==> src/rtl/alu_uart_host.sv <==
// UART host for the ALU: sends the 7-frame command sequence on tx, then waits
// on rx for the one-byte result and reports it with done/err.
module alu_uart_host #(
   parameter int N            = 8,
   parameter int IDLE_BITS    = 1,
   parameter int TIMEOUT_BITS = 255
) (
   input  logic         clk,
   input  logic         reset,
   input  logic         tick,
   input  logic         start,
   input  logic [N-1:0] a,
   input  logic [N-1:0] b,
   input  logic [N-1:0] op,
   input  logic         rx,
   output logic         tx,
   output logic         busy,
   output logic         done,
   output logic         err,
   output logic [N-1:0] result
);

   localparam int TO_TICKS  = TIMEOUT_BITS * 16;
   localparam int TOW       = $clog2(TO_TICKS + 1);
   localparam int GAP_TICKS = IDLE_BITS * 16;
   localparam int GW        = $clog2(GAP_TICKS + 2);
   localparam int BW        = $clog2(N + 1);

   typedef enum logic [3:0] {
      IDLE, TX_START, TX_DATA, TX_STOP, TX_GAP,
      RX_WAIT, RX_START, RX_DATA, RX_STOP, DONE
   } state_t;

   state_t         state;
   logic [3:0]     bit_tick;
   logic [BW-1:0]  bit_idx;
   logic [2:0]     frame;
   logic [GW-1:0]  gap_cnt;
   logic [TOW-1:0] to_cnt;
   logic           first_pending;
   logic [N-1:0]   a_q, b_q, op_q;
   logic [N-1:0]   tx_sh, rx_sh, cur_byte;
   logic           rx_meta, rx_sync;

   always_comb begin
      cur_byte = N'(4);
      case (frame)
         3'd0: cur_byte = N'(1);
         3'd1: cur_byte = a_q;
         3'd2: cur_byte = N'(2);
         3'd3: cur_byte = b_q;
         3'd4: cur_byte = N'(3);
         3'd5: cur_byte = op_q;
         default: cur_byte = N'(4);
      endcase
   end

   always_ff @(posedge clk) begin
      if (reset) begin
         rx_meta <= 1'b1;
         rx_sync <= 1'b1;
      end else begin
         rx_meta <= rx;
         rx_sync <= rx_meta;
      end
   end

   always_ff @(posedge clk) begin
      if (reset) begin
         state         <= IDLE;
         tx            <= 1'b1;
         busy          <= 1'b0;
         done          <= 1'b0;
         err           <= 1'b0;
         result        <= '0;
         bit_tick      <= '0;
         bit_idx       <= '0;
         frame         <= '0;
         gap_cnt       <= '0;
         to_cnt        <= '0;
         first_pending <= 1'b0;
         a_q           <= '0;
         b_q           <= '0;
         op_q          <= '0;
         tx_sh         <= '0;
         rx_sh         <= '0;
      end else begin
         done <= 1'b0;
         case (state)
            IDLE: if (start) begin
               a_q           <= a;
               b_q           <= b;
               op_q          <= op;
               busy          <= 1'b1;
               err           <= 1'b0;
               frame         <= '0;
               bit_tick      <= '0;
               first_pending <= 1'b1;
               state         <= TX_START;
            end
            // The first start bit begins on the first tick after acceptance;
            // later start bits begin on the tick that ends the gap.
            TX_START: if (tick) begin
               if (first_pending) begin
                  first_pending <= 1'b0;
                  tx            <= 1'b0;
                  bit_tick      <= '0;
               end else if (bit_tick == 4'd15) begin
                  bit_tick <= '0;
                  tx       <= cur_byte[0];
                  tx_sh    <= cur_byte >> 1;
                  bit_idx  <= '0;
                  state    <= TX_DATA;
               end else begin
                  bit_tick <= bit_tick + 4'd1;
               end
            end
            TX_DATA: if (tick) begin
               if (bit_tick == 4'd15) begin
                  bit_tick <= '0;
                  if (bit_idx == BW'(N - 1)) begin
                     tx    <= 1'b1;
                     state <= TX_STOP;
                  end else begin
                     tx      <= tx_sh[0];
                     tx_sh   <= tx_sh >> 1;
                     bit_idx <= bit_idx + BW'(1);
                  end
               end else begin
                  bit_tick <= bit_tick + 4'd1;
               end
            end
            TX_STOP: if (tick) begin
               if (bit_tick == 4'd15) begin
                  bit_tick <= '0;
                  if (frame == 3'd6) begin
                     to_cnt <= '0;
                     state  <= RX_WAIT;
                  end else if (GAP_TICKS == 0) begin
                     tx    <= 1'b0;
                     frame <= frame + 3'd1;
                     state <= TX_START;
                  end else begin
                     gap_cnt <= '0;
                     state   <= TX_GAP;
                  end
               end else begin
                  bit_tick <= bit_tick + 4'd1;
               end
            end
            TX_GAP: if (tick) begin
               if (gap_cnt == GW'(GAP_TICKS - 1)) begin
                  tx       <= 1'b0;
                  frame    <= frame + 3'd1;
                  bit_tick <= '0;
                  state    <= TX_START;
               end else begin
                  gap_cnt <= gap_cnt + GW'(1);
               end
            end
            // The timeout count survives false starts, so a noisy line cannot
            // keep the host waiting forever.
            RX_WAIT: if (tick) begin
               if (!rx_sync) begin
                  bit_tick <= '0;
                  state    <= RX_START;
               end else if (to_cnt == TOW'(TO_TICKS - 1)) begin
                  err   <= 1'b1;
                  done  <= 1'b1;
                  state <= DONE;
               end else begin
                  to_cnt <= to_cnt + TOW'(1);
               end
            end
            RX_START: if (tick) begin
               if (bit_tick == 4'd7) begin
                  bit_tick <= '0;
                  bit_idx  <= '0;
                  state    <= rx_sync ? RX_WAIT : RX_DATA;
               end else begin
                  bit_tick <= bit_tick + 4'd1;
               end
            end
            RX_DATA: if (tick) begin
               if (bit_tick == 4'd15) begin
                  bit_tick <= '0;
                  rx_sh    <= {rx_sync, rx_sh[N-1:1]};
                  if (bit_idx == BW'(N - 1)) state <= RX_STOP;
                  else bit_idx <= bit_idx + BW'(1);
               end else begin
                  bit_tick <= bit_tick + 4'd1;
               end
            end
            RX_STOP: if (tick) begin
               if (bit_tick == 4'd15) begin
                  bit_tick <= '0;
                  if (rx_sync) begin
                     result <= rx_sh;
                     err    <= 1'b0;
                  end else begin
                     err <= 1'b1;
                  end
                  done  <= 1'b1;
                  state <= DONE;
               end else begin
                  bit_tick <= bit_tick + 4'd1;
               end
            end
            DONE: begin
               busy  <= 1'b0;
               state <= IDLE;
            end
            default: state <= IDLE;
         endcase
      end
   end

endmodule

==> config.mk <==
export PLATFORM = sky130hd
export DESIGN_NAME = alu_uart_host
export DESIGN_NICKNAME = d
export VERILOG_FILES = /design/src/rtl/alu_uart_host.sv
export SDC_FILE = /design/constraint.sdc
export NUM_CORES = 1
export LEC_CHECK = 0
export ABC_CLOCK_PERIOD_IN_PS = 2500
export CORE_ASPECT_RATIO = 0.5
export CORE_UTILIZATION = 49
export DETAILED_ROUTE_END_ITERATION = 12
export PLACE_DENSITY = 0.71
export SLEW_MARGIN = 20
export SYNTH_ARGS = -nofsm -noshare
export SYNTH_HDL_FRONTEND = slang
export SYNTH_SLANG_ARGS = --single-unit
==> constraint.sdc <==
create_clock -name clk -period 2.5 [get_ports clk]
set_clock_uncertainty 0.15 [all_clocks]
set_input_delay 0.375 -clock clk [delete_from_list [all_inputs] [get_ports clk]]
set_output_delay 0.375 -clock clk [all_outputs]
set_load 0.01 [all_outputs]
==> run_results.csv, run 1 <==
group,metric,value,unit
global_route,antenna_found_initial,0,
hold_path,hold_class,"input port to flop",
placed_design,port_buffers,40,
global_route,grt_pass1_vias,3577,
timing,hold_ws,0.2463,ns
drt,dr.pass1.iters,5,
global_route,grt_max_degree,62,
clocking,cts_tree,"done",
clocking,ctsResizeCount,0,
setup_path,cp_data_arrival_time,2.46,ns
drt,wl,10060,um
drt,drtAntennaViolNets,0,
clocking,cts_max_level,3,
timing,grt_setup_unrepaired,"false",
floorplan,die_area,9100,um2
logic_synthesis,yosys.area.top_type_share,40.39,%
clocking,cts_hold_buf,0,
clocking,cts_buffer_depth,2,
drt,drt_iter0_markers,238,
layout,fin_util,64.41,%
flow_run,maxCapViolCount,0,
logic_synthesis,syn-instance-count,522,
timing,maxSlewHeadroom,57.81,%
hold_path,hold_start,"reset",
layout,fin_area,5283,um2
clocking,cts_buffers,9,
layout,drive_gt1_share,13.45,%
drt,drc,0,
placed_design,dpl_worst_slack,0.03266,ns
logic_synthesis,ys_seq_area_share,40.39,%
layout,nets,614,
layout,nFillCells,719,
logic_synthesis,async_flop_share,0,%
run_status,status,"finished, final reports clean",
logic_synthesis,yosys_warnings,0,
placed_design,gp_congestion,0.9144,
clocking,clkSlewWorstSetupHoldPaths,0.06,ns
clocking,clock_sinks,86,
logic_synthesis,synth_cell_types,67,
setup_path,criticalPathCategory,"flop to flop",
logic_synthesis,yosysTopAreaCell,"dfxtp_1",
setup_path,startpoint,"to_cnt[1]",
layout,synthToLayoutAreaGrowth,23.92,%
timing,tns,0,ns
clocking,cts_root_buffer,"clkbuf_16",
timing,drv_slew,0,
logic_synthesis,synth.area.top_cells,"dfxtp_1 40%, nand2_1 8.5%, a21oi_1 6.7%",
logic_synthesis,syn_nets,561,
drt,viasPerCell,5.520,
floorplan,fp-row-count,23,
placed_design,place_area,4918,um2
timing,period_share,95.51,%
timing,finalHoldViolations,0,
timing,setup_viol,0,
logic_synthesis,synth-main-ff-cell,"dfxtp_1",
drt,dr_total_vias,3820,
logic_synthesis,ys_ff_latch,86,
clocking,insertion_delay,0.34,ns
global_route,grtUsageTotal,23.06,%
floorplan,io_pins,41,
pwr,p_leak,0.002018,uW
floorplan,die_w,133.9,um
logic_synthesis,synth-edff-count,0,
timing,finalWorstSetupSlack,0.1122,ns
logic_synthesis,postSynthAreaPerCell,8.166,um2
drt,avgRoutedWirePerCell,14.53,um
placed_design,place_hpwl,6944,um
pwr,peakVddDrop,0.3831,mV
pwr,power-per-cell-area,777.0,nW/um2
global_route,grt_pass1_wl,16490,um
clocking,post_cts_buffers,0,
floorplan,initial_core_util,51.98,%
timing,max_freq,0.4188,GHz
timing,worstMarginPinSlew,0.6328,ns
layout,antenna_cells,0,
setup_path,path_max_fanout,4,
floorplan,core-area,8202,um2
setup_path,rr_startpoint,"to_cnt[1]",
floorplan,die_h,67.96,um
setup_path,required,2.57,ns
global_route,global_route.overflow_total,0,
setup_path,cp-start-kind,"flop",
logic_synthesis,synth_area,4263,um2
timing,finalCriticalPeriod,2.388,ns
setup_path,critPathCaptureType,"flop",
cell usage in the layout, fill, tap and decap left out, types with 9 or more instances in the layout:
| cell type | synthesis | layout |
|---|---|---|
| clkdlybuf4s50_1 | 0 | 39 |
| dfxtp_1 | 86 | 85 |
| nand2_1 | 97 | 97 |
| mux2_2 | 9 | 9 |
| nand3_1 | 10 | 10 |
| nor2b_1 | 13 | 13 |
| o21ai_0 | 17 | 17 |
| nor2_1 | 52 | 52 |
| mux2i_1 | 18 | 18 |
| ha_1 | 10 | 10 |
| a21oi_1 | 57 | 57 |
| buf_4 | 0 | 36 |
| clkbuf_16 | 0 | 9 |
worst paths after layout:
path | end | slack [ns] | cells after the start
max | state[2] | 0.11 | 7
max reg2reg | state[2] | 0.11 | 7
min reg2reg | rx_sync | 0.26 | 1
min | gap_cnt[1] | 0.25 | 2
power breakdown:
part           switching (uW)  internal [uW]
clock                     538           1010
sequential               89.2           1470
combinational             553            451
total                    1180           2920
critical path, cell delays in order, from the launching register on:
cell	delay, ns
dfxtp_1	0.37
ha_1	0.20
nand4_1	0.15
or4_4	0.53
and2_4	0.17
a2111oi_4	0.27
nand2_2	0.14
mux2_4	0.31
area by class of cell:
class                           instances  area, um2  area share, %
Clock inverter                          5      106.4          2.013
Multi-Input combinational cell        394       2375          44.96
Sequential cell                        86       1723          32.61
Timing Repair Buffer                   76      665.6          12.60
Clock buffer                           11      242.7          4.595
Inverter                                8      30.03         0.5685
Tap cell                              112      140.1          2.653
state kept, by name, indices dropped and copies added, names as in the netlist, 4 cells and up:
name	flops
to_cnt	12
op_q	8
gap_cnt	5
a_q	8
rx_sh	8
state	4
tx_sh	7
result	8
bit_tick	4
bit_idx	4
b_q	8
kinds of logic (layout without fill, tap and decap cells):
group / count (synthesis) / count (layout) / share of synthesized area, %
AND/OR/NAND/NOR: 228 / 228 / 25.68
AO/OA/AOI/OAI: 118 / 118 / 17.76
flip-flops: 86 / 86 / 40.39
buffers and inverters: 42 / 100 / 4.227
multiplexers: 28 / 28 / 6.956
adder cells (fa/ha/maj): 10 / 10 / 2.935
XOR/XNOR: 10 / 10 / 2.054
cells in the mapped netlist (all sizes together) (3+ instances only):
| cell type | number |
|---|---|
| nand2 | 99 |
| dfxtp | 86 |
| a21oi | 57 |
| nor2 | 53 |
| clkbuf | 22 |
| o21ai | 19 |
| mux2i | 18 |
| nor2b | 13 |
| buf | 12 |
| ha | 10 |
| mux2 | 10 |
| nand3 | 10 |
| nor3 | 9 |
| inv | 8 |
| a22oi | 7 |
| nand4 | 7 |
| xor2 | 6 |
| and3 | 5 |
| o2111ai | 5 |
| a221oi | 4 |
| nand3b | 4 |
| or3 | 4 |
| xnor2 | 4 |
| and2 | 3 |
| nand2b | 3 |
| or2 | 3 |
stage by stage:
stage / power, uW / instances
3_5_place_dp: 2570 / 676
2_1_floorplan: 2216 / 522
6_report: 4105 / 692
3_3_place_gp: 2563 / 676
5_1_grt: 4303 / 692
4_1_cts: 4121 / 692
routing by layer:
metal  GRT usage (%)  wire [um]
met1           28.11       4777
met2           40.35       4675
met3           5.704        472
met4           8.381        132
met5               0          0
Note: power is estimated with default switching activity, not from simulation.
==> run 2, diff against run 1 <==
Settings changed: CORE_UTILIZATION 49 to 50, PLACE_DENSITY 0.71 to 0.72.
==> run 2 against run 1 <==
Effect of this change: critical path depth is the same; clock-buffer cell count is 1 lower; via count rose by 1.5%; register-to-register slack barely moved; combinational power is essentially flat; setup slack gained 0.014 ns; sequential share of layout area is 0.19 points higher; total power decreased by 4.9%.
==> run_results.csv, run 2 (synthesized netlist as in run 1, its figures left out) <==
group,metric,value,unit
run_status,status,"finished, final reports clean",
layout,instances_no_fill,695,
drt,dr_total_vias,3879,
clocking,cts_max_level,3,
timing,drv_slew,0,
drt,wl,10030,um
clocking,cts_buffer_depth,2,
drt,drc,0,
layout,largest_reg_flops,12,
global_route,global_route.overflow_total,0,
placed_design,port_buffers,40,
setup_path,cp-start-kind,"flop",
placed_design,dpl_worst_slack,0.05931,ns
clocking,cts_tree,"done",
setup_path,cp_data_arrival_time,2.45,ns
floorplan,initial_core_util,52.34,%
timing,setup_viol,0,
global_route,grt_pass1_vias,3528,
layout,top_register,"to_cnt",
timing,finalCriticalPeriod,2.373,ns
clocking,clock_sinks,86,
global_route,antenna_found_initial,0,
layout,synthToLayoutAreaGrowth,23.10,%
clocking,insertion_delay,0.34,ns
layout,final_common_cell,"nand2_1",
floorplan,io_pins,41,
clocking,clkSlewWorstSetupHoldPaths,0.07,ns
clocking,post_cts_buffers,0,
setup_path,criticalPathCategory,"flop to flop",
timing,finalHoldViolations,0,
timing,period_share,94.94,%
hold_path,hold_class,"flop to flop",
clocking,cts_buffers,9,
floorplan,fp-row-count,23,
global_route,grtUsageTotal,23.43,%
pwr,p_leak,0.002015,uW
setup_path,critPathCaptureType,"flop",
drt,viasPerCell,5.581,
setup_path,path_max_fanout,4,
layout,layout_common_cells,"97 x nand2_1, 86 x dfxtp_1, 57 x a21oi_1",
placed_design,gp_congestion,0.9248,
flow_run,maxCapViolCount,0,
timing,max_freq,0.4213,GHz
floorplan,die_area,8921,um2
clocking,cts_root_buffer,"clkbuf_16",
timing,maxSlewHeadroom,65.32,%
pwr,power-per-cell-area,744.2,nW/um2
drt,drt_iter0_markers,273,
placed_design,dp.cells,679,
layout,drive_gt1_share,13.55,%
floorplan,die_h,67.29,um
global_route,grt_pass1_wl,16410,um
timing,worstMarginPinSlew,0.5154,ns
timing,tns,0,ns
clocking,cts_hold_buf,0,
drt,dr.pass1.iters,5,
drt,drtAntennaViolNets,0,
floorplan,die_w,132.6,um
floorplan,core-area,8144,um2
pwr,peakVddDrop,0.3716,mV
setup_path,required,2.57,ns
global_route,grt_max_degree,29,
layout,antenna_cells,0,
drt,avgRoutedWirePerCell,14.42,um
clocking,ctsResizeCount,0,
timing,grt_setup_unrepaired,"false",
placed_design,place_hpwl,6981,um
layout,nets,617,
timing,finalWorstSetupSlack,0.1266,ns
==> run 2: path summary, 6_finish.rpt <==
check / start / to / slack (ns) / cells past startpoint
worst min-delay path: rx_meta / rx_sync / 0.27 / 1
worst max-delay path: to_cnt[1] / state[2] / 0.13 / 7
worst min register to register: rx_meta / rx_sync / 0.27 / 1
worst max register to register: to_cnt[1] / state[2] / 0.13 / 7
==> run 2: layout make-up <==
type,instances,area [um2]
multi-input cells,394,2369
clock buffers,10,229.0
repair buffers,79,688.2
fillers,720,2897
inverters,8,30.03
well taps,112,140.1
flip-flops and latches,86,1722
clock inverters,6,70.07
==> run 2: worst max-delay path, cell delays in order, from the launching register on <==
cell and delay (ns):
dfxtp_1 0.36, ha_1 0.20, nand4_1 0.15, or4_4 0.53
and2_4 0.17, a2111oi_4 0.25, nand2_2 0.14, mux2_4 0.31
==> run 2: metrics by stage <==
stage          total power [uW]  utilization, %  hold slack (ns)  cell area (um2)
2_1_floorplan              2216               -           0.2395             4263
6_report                   3905           64.43           0.2657             5248
3_5_place_dp               2577           60.67           0.2505             4941
5_1_grt                    4109           64.43           0.2778             5248
4_1_cts                    3916           64.34           0.2662             5240
3_3_place_gp               2571           60.67           0.2464             4941
==> run 2: power by group <==
group | leakage, uW | internal, uW | switching [uW]
combinational | 0.00117 | 463 | 561
sequential | 0.000698 | 1470 | 77.9
clock | 0.000147 | 783 | 553
==> run 2: per-layer routing <==
layer | routed length [um] | vias up | global-route usage [%]
met4 | 54 | 0 | 7.759
met1 | 4855 | 1829 | 29.47
met5 | 0 | - | 0
li1 | - | 1946 | -
met3 | 526 | 6 | 5.706
met2 | 4589 | 98 | 40.26
